--- config.mk ---
export PLATFORM = sky130hd
export DESIGN_NAME = unified_mem_arbiter
export DESIGN_NICKNAME = d
export VERILOG_FILES = /design/src/rtl/mips_pkg.sv /design/src/rtl/arb_starve_counter.sv /design/src/rtl/unified_mem_arbiter.sv
export SDC_FILE = /design/constraint.sdc
export NUM_CORES = 1
export LEC_CHECK = 0
export CORE_MARGIN = 4
export CORE_UTILIZATION = 30
export CTS_CLUSTER_SIZE = 20
export DETAILED_ROUTE_END_ITERATION = 8
export DONT_BUFFER_PORTS = 1
export GPL_ROUTABILITY_DRIVEN = 0
export GPL_TIMING_DRIVEN = 0
export PLACE_DENSITY = 0.51
export SLEW_MARGIN = 30
export SYNTH_ARGS = -nofsm -noshare
export SYNTH_HDL_FRONTEND = slang
export SYNTH_HIERARCHICAL = 1
export SYNTH_SLANG_ARGS = --single-unit
--- constraint.sdc ---
create_clock -name f_clk -period 14.1 [get_ports f_clk]
set_input_delay 4.23 -clock f_clk [delete_from_list [all_inputs] [get_ports f_clk]]
set_output_delay 4.23 -clock f_clk [all_outputs]
set_load 0.1 [all_outputs]
--- src/rtl/mips_pkg.sv ---
// Shared types and constants for the unified memory arbiter.
package mips_pkg;

    localparam int unsigned DEF_ADDR_W = 32;
    localparam int unsigned DEF_DATA_W = 32;

    localparam logic [1:0] GNT_NONE = 2'b00;
    localparam logic [1:0] GNT_I    = 2'b01;
    localparam logic [1:0] GNT_D    = 2'b10;

    typedef enum logic [2:0] {
        IDLE,
        GRANT_I,
        GRANT_D,
        DONE_I,
        DONE_D
    } arb_state_t;

endpackage

--- src/rtl/arb_starve_counter.sv ---
// Saturating count of D grants taken while fetch was waiting.
module arb_starve_counter #(
    parameter int unsigned STARVE_MAX = 4
) (
    input  logic f_clk,
    input  logic rst,
    input  logic inc,
    input  logic clr,
    output logic sat
);

    localparam int unsigned CNT_W = (STARVE_MAX > 0) ? $clog2(STARVE_MAX + 1) : 1;

    logic [CNT_W-1:0] cnt_q;

    always_ff @(posedge f_clk or posedge rst) begin
        if (rst) begin
            cnt_q <= '0;
        end else if (clr) begin
            cnt_q <= '0;
        end else if (inc && !sat) begin
            cnt_q <= cnt_q + 1'b1;
        end
    end

    assign sat = (cnt_q == CNT_W'(STARVE_MAX));

endmodule

--- src/rtl/unified_mem_arbiter.sv ---
// Shares one single-port memory between fetch (I) and load/store (D) requesters.
module unified_mem_arbiter
    import mips_pkg::*;
#(
    parameter int unsigned ADDR_W     = DEF_ADDR_W,
    parameter int unsigned DATA_W     = DEF_DATA_W,
    parameter int unsigned STARVE_MAX = 4
) (
    input  logic              f_clk,
    input  logic              rst,
    input  logic              i_req,
    input  logic [ADDR_W-1:0] i_addr,
    output logic [DATA_W-1:0] i_rdata,
    output logic              i_ack,
    input  logic              d_req,
    input  logic              d_we,
    input  logic [ADDR_W-1:0] d_addr,
    input  logic [DATA_W-1:0] d_wdata,
    output logic [DATA_W-1:0] d_rdata,
    output logic              d_ack,
    output logic              mem_req,
    output logic              mem_we,
    output logic [ADDR_W-1:0] mem_addr,
    output logic [DATA_W-1:0] mem_wdata,
    input  logic [DATA_W-1:0] mem_rdata,
    input  logic              mem_ready,
    output logic              stall_if,
    output logic              stall_mem,
    output logic              busy
);

    arb_state_t state_q;
    logic [1:0] gnt;
    logic       starve_sat;
    logic       starve_inc;
    logic       starve_clr;

    // D wins unless fetch is waiting and has already lost STARVE_MAX times.
    always_comb begin
        gnt = GNT_NONE;
        if (state_q == IDLE) begin
            if (d_req && (!i_req || !starve_sat)) begin
                gnt = GNT_D;
            end else if (i_req) begin
                gnt = GNT_I;
            end
        end
    end

    assign starve_inc = (gnt == GNT_D) && i_req;
    assign starve_clr = (gnt == GNT_I);

    arb_starve_counter #(
        .STARVE_MAX(STARVE_MAX)
    ) u_starve (
        .f_clk(f_clk),
        .rst  (rst),
        .inc  (starve_inc),
        .clr  (starve_clr),
        .sat  (starve_sat)
    );

    always_ff @(posedge f_clk or posedge rst) begin
        if (rst) begin
            state_q   <= IDLE;
            mem_req   <= 1'b0;
            mem_we    <= 1'b0;
            mem_addr  <= '0;
            mem_wdata <= '0;
            i_rdata   <= '0;
            d_rdata   <= '0;
            i_ack     <= 1'b0;
            d_ack     <= 1'b0;
            busy      <= 1'b0;
        end else begin
            i_ack <= 1'b0;
            d_ack <= 1'b0;
            case (state_q)
                IDLE: begin
                    if (gnt == GNT_D) begin
                        state_q   <= GRANT_D;
                        mem_req   <= 1'b1;
                        mem_we    <= d_we;
                        mem_addr  <= d_addr;
                        mem_wdata <= d_wdata;
                        busy      <= 1'b1;
                    end else if (gnt == GNT_I) begin
                        state_q  <= GRANT_I;
                        mem_req  <= 1'b1;
                        mem_we   <= 1'b0;
                        mem_addr <= i_addr;
                        busy     <= 1'b1;
                    end
                end
                GRANT_I: begin
                    if (mem_ready) begin
                        state_q <= DONE_I;
                        mem_req <= 1'b0;
                        i_rdata <= mem_rdata;
                        i_ack   <= 1'b1;
                    end
                end
                GRANT_D: begin
                    if (mem_ready) begin
                        state_q <= DONE_D;
                        mem_req <= 1'b0;
                        if (!mem_we) begin
                            d_rdata <= mem_rdata;
                        end
                        d_ack <= 1'b1;
                    end
                end
                DONE_I, DONE_D: begin
                    state_q <= IDLE;
                    busy    <= 1'b0;
                end
                default: begin
                    state_q <= IDLE;
                    mem_req <= 1'b0;
                    busy    <= 1'b0;
                end
            endcase
        end
    end

    assign stall_if  = i_req & ~i_ack;
    assign stall_mem = d_req & ~d_ack;

endmodule

==> impl_metrics.yaml <==
grt:
  antenna_found_initial: 0
  grt_pass1_vias: 3527
  grt_max_degree: 70
  grt_pass1_wl_um: 20400
  overflow: 0
  track_usage: 0.122
floorplan:
  rows: 50
  die-width_um: 147
  core_area_um2: 18800
  die_area_um2: 21500
  initial_core_util: 0.306
  die_y_um: 147
  io_pins: 269
synth:
  netlist_top_cells_area: "dfrtp_1 60%, mux2_2 12%, mux2_1 7.0%"
  ys_types: 33
  synth-seq-area-share: 0.603
  synth_top_area_cell: "dfrtp_1"
  synth_top_family_by_area: "multiplexers"
  synth-compound-area-share: 0.0416
  avgSynthCellArea_um2: 14.0
  synth-xor-area-share: 0
  post_synth_mux_area_share: 0.247
  synth-simple-area-share: 0.0542
  syn_inst: 413
  syn-cell-area_um2: 5770
  synthAdderAreaFrac: 0.0108
  synth_top_area_frac: 0.603
  synth-seq-cells: 139
  syn_nets: 552
  yosysWarnings: 6
cells_and_area:
  num_antenna_cells: 0
  final_common_cell: "dfrtp_1"
  final_cell_mix: "139 x dfrtp_1, 60 x mux2_2, 38 x a21oi_1, 36 x mux2_1, 35 x nor2_1"
  area_delta_synth_final_pct: 17.0
  layout.nets: 572
  fillers: 1792
  drive_gt1_frac: 0.276
critical_path:
  path_class: "in2out"
  reg2regPathDepth: 11
  crit_chain: "nor2b_4"
  crit_fanout: 3
  worst_path_max_delay_cell: "nor2b_4"
  arrival_ps: 4770
  reg2reg_setup_slack_ps: 11470
  start_kind: "input port"
  cp_slowest_stage_delay_ps: 530
  r2r-start: "u_starve/cnt_q[0]"
  cpLargestDelayFamily: "simple AND/OR/NAND/NOR gates"
  path_buf_inv: 0
  cp.required_ps: 9870
  rr_endpoint: "mem_addr[16]"
  cp-end-kind: "output pin"
placed_design:
  numPortBuffers: 0
  dp_hpwl_um: 10000
routing:
  drt-wirelength-per-cell_um: 18.9
  wirelength_um: 13300
  ant_nets: 0
  viasPerCell: 4.66
  dr.pass1.iters: 4
  vias: 3293
  drt_iter0_markers: 93
  drcViolationCount: 0
clock_tree:
  h-tree-depth: 4
  cts_hold_buf: 0
  clk_path_buf_depth: 2
  cts_resized: 0
  cts_tree: "done"
  post_cts_buffers: 0
  cts-root-buf: "clkbuf_16"
  cts_buffers: 17
  cts.sinks: 139
  insertion_delay_ps: 420
  cts.clk_slew.worst_paths_ps: 50
timing:
  fmax_ghz: 0.111
  finalHoldViolations: 0
  period_minus_slack_ps: 9000
  relSlewSlack: 0.329
  fin_skew_ps: 15.2
  setup_viol: 0
  rsz0062_at_grt: "no"
  final.setup.tns_ps: 0
  tightest_slew_ps: 1010
  slew_violations: 0
  period_share: 0.638
worst_hold_path:
  hold_class: "reg2reg"
  hold_path_depth: 2
  hp-start: "state_q[0]"
  min_to: "d_ack"
status:
  status: "finished clean"
job:
  maxCapViolations: 0
==> how the worst max path moves through the flow <==
stage	cells after the start	to	from
finish	1	stall_mem	d_req
global route	1	stall_mem	d_req
CTS	1	stall_mem	d_req
detailed placement	1	stall_mem	d_req
global placement	1	stall_mem	d_req
floorplan	1	stall_if	i_req
==> sequential cells by signal, indices dropped and copies added, names as in the netlist <==
register,flops
state_q,3
mem_req,1
i_rdata,32
mem_we,1
mem_wdata,32
busy,1
mem_addr,32
d_rdata,32
u_starve/cnt_q,3
i_ack,1
d_ack,1
==> layout make-up <==
cell class,instances,area [um^2],area share
plain buffers,25,208,0.0308
clock buffers,24,502,0.0743
clock inverters,8,106,0.0157
inverters,11,48.8,0.00723
multi-input cells,238,2060,0.305
flip-flops and latches,139,3480,0.515
well taps,260,325,0.0482
repair buffers,1,27.5,0.00408
==> logic make-up after synthesis <==
| logic type | after synthesis |
|---|---|
| compound gates | 44 |
| mux | 130 |
| fa+ha+maj | 5 |
| buf+inv | 36 |
| simple gates | 59 |
| flops | 139 |
==> per-stage QoR <==
stage | utilization | setup slack, ps | hold WS, ps | cell area [um^2] | instances
final | 0.359 | 5100 | 579 | 6750 | 706
after global routing | 0.359 | 5090 | 607 | 6750 | 706
after CTS | 0.359 | 5090 | 583 | 6750 | 706
after detailed placement | 0.326 | 5090 | 577 | 6140 | 674
after global placement | 0.324 | 4190 | 551 | 6090 | 673
after floorplan | - | 4310 | 535 | 5770 | 413
==> synthesized netlist by cell type, drive strengths merged <==
cell type / instances
a21oi: 38
nand3: 2
or2: 1
nand2b: 3
nand2: 3
nor4b: 1
dfrtp: 139
o32ai: 1
inv: 11
nor4bb: 2
clkbuf: 2
and2b: 1
buf: 23
a32o: 1
ha: 5
o21ai: 1
a21boi: 3
and2: 3
mux2: 97
nor2b: 3
nor4: 1
nor3: 3
nor2: 35
and4b: 1
mux2i: 33
==> per-layer routing <==
| layer | global-route usage | share of wire | vias to the layer above |
|---|---|---|---|
| met1 | 0.131 | 0.36 | 1667 |
| met3 | 0.0503 | 0.088 | 13 |
| met2 | 0.213 | 0.53 | 140 |
| li1 | - | - | 1473 |
| met4 | 0.0517 | 0.016 | 0 |
| met5 | 0 | 0 | - |
Power is left out: the tool's default activity adds up to more than one toggle a clock period on the data nets, which glitch-free logic cannot reach.
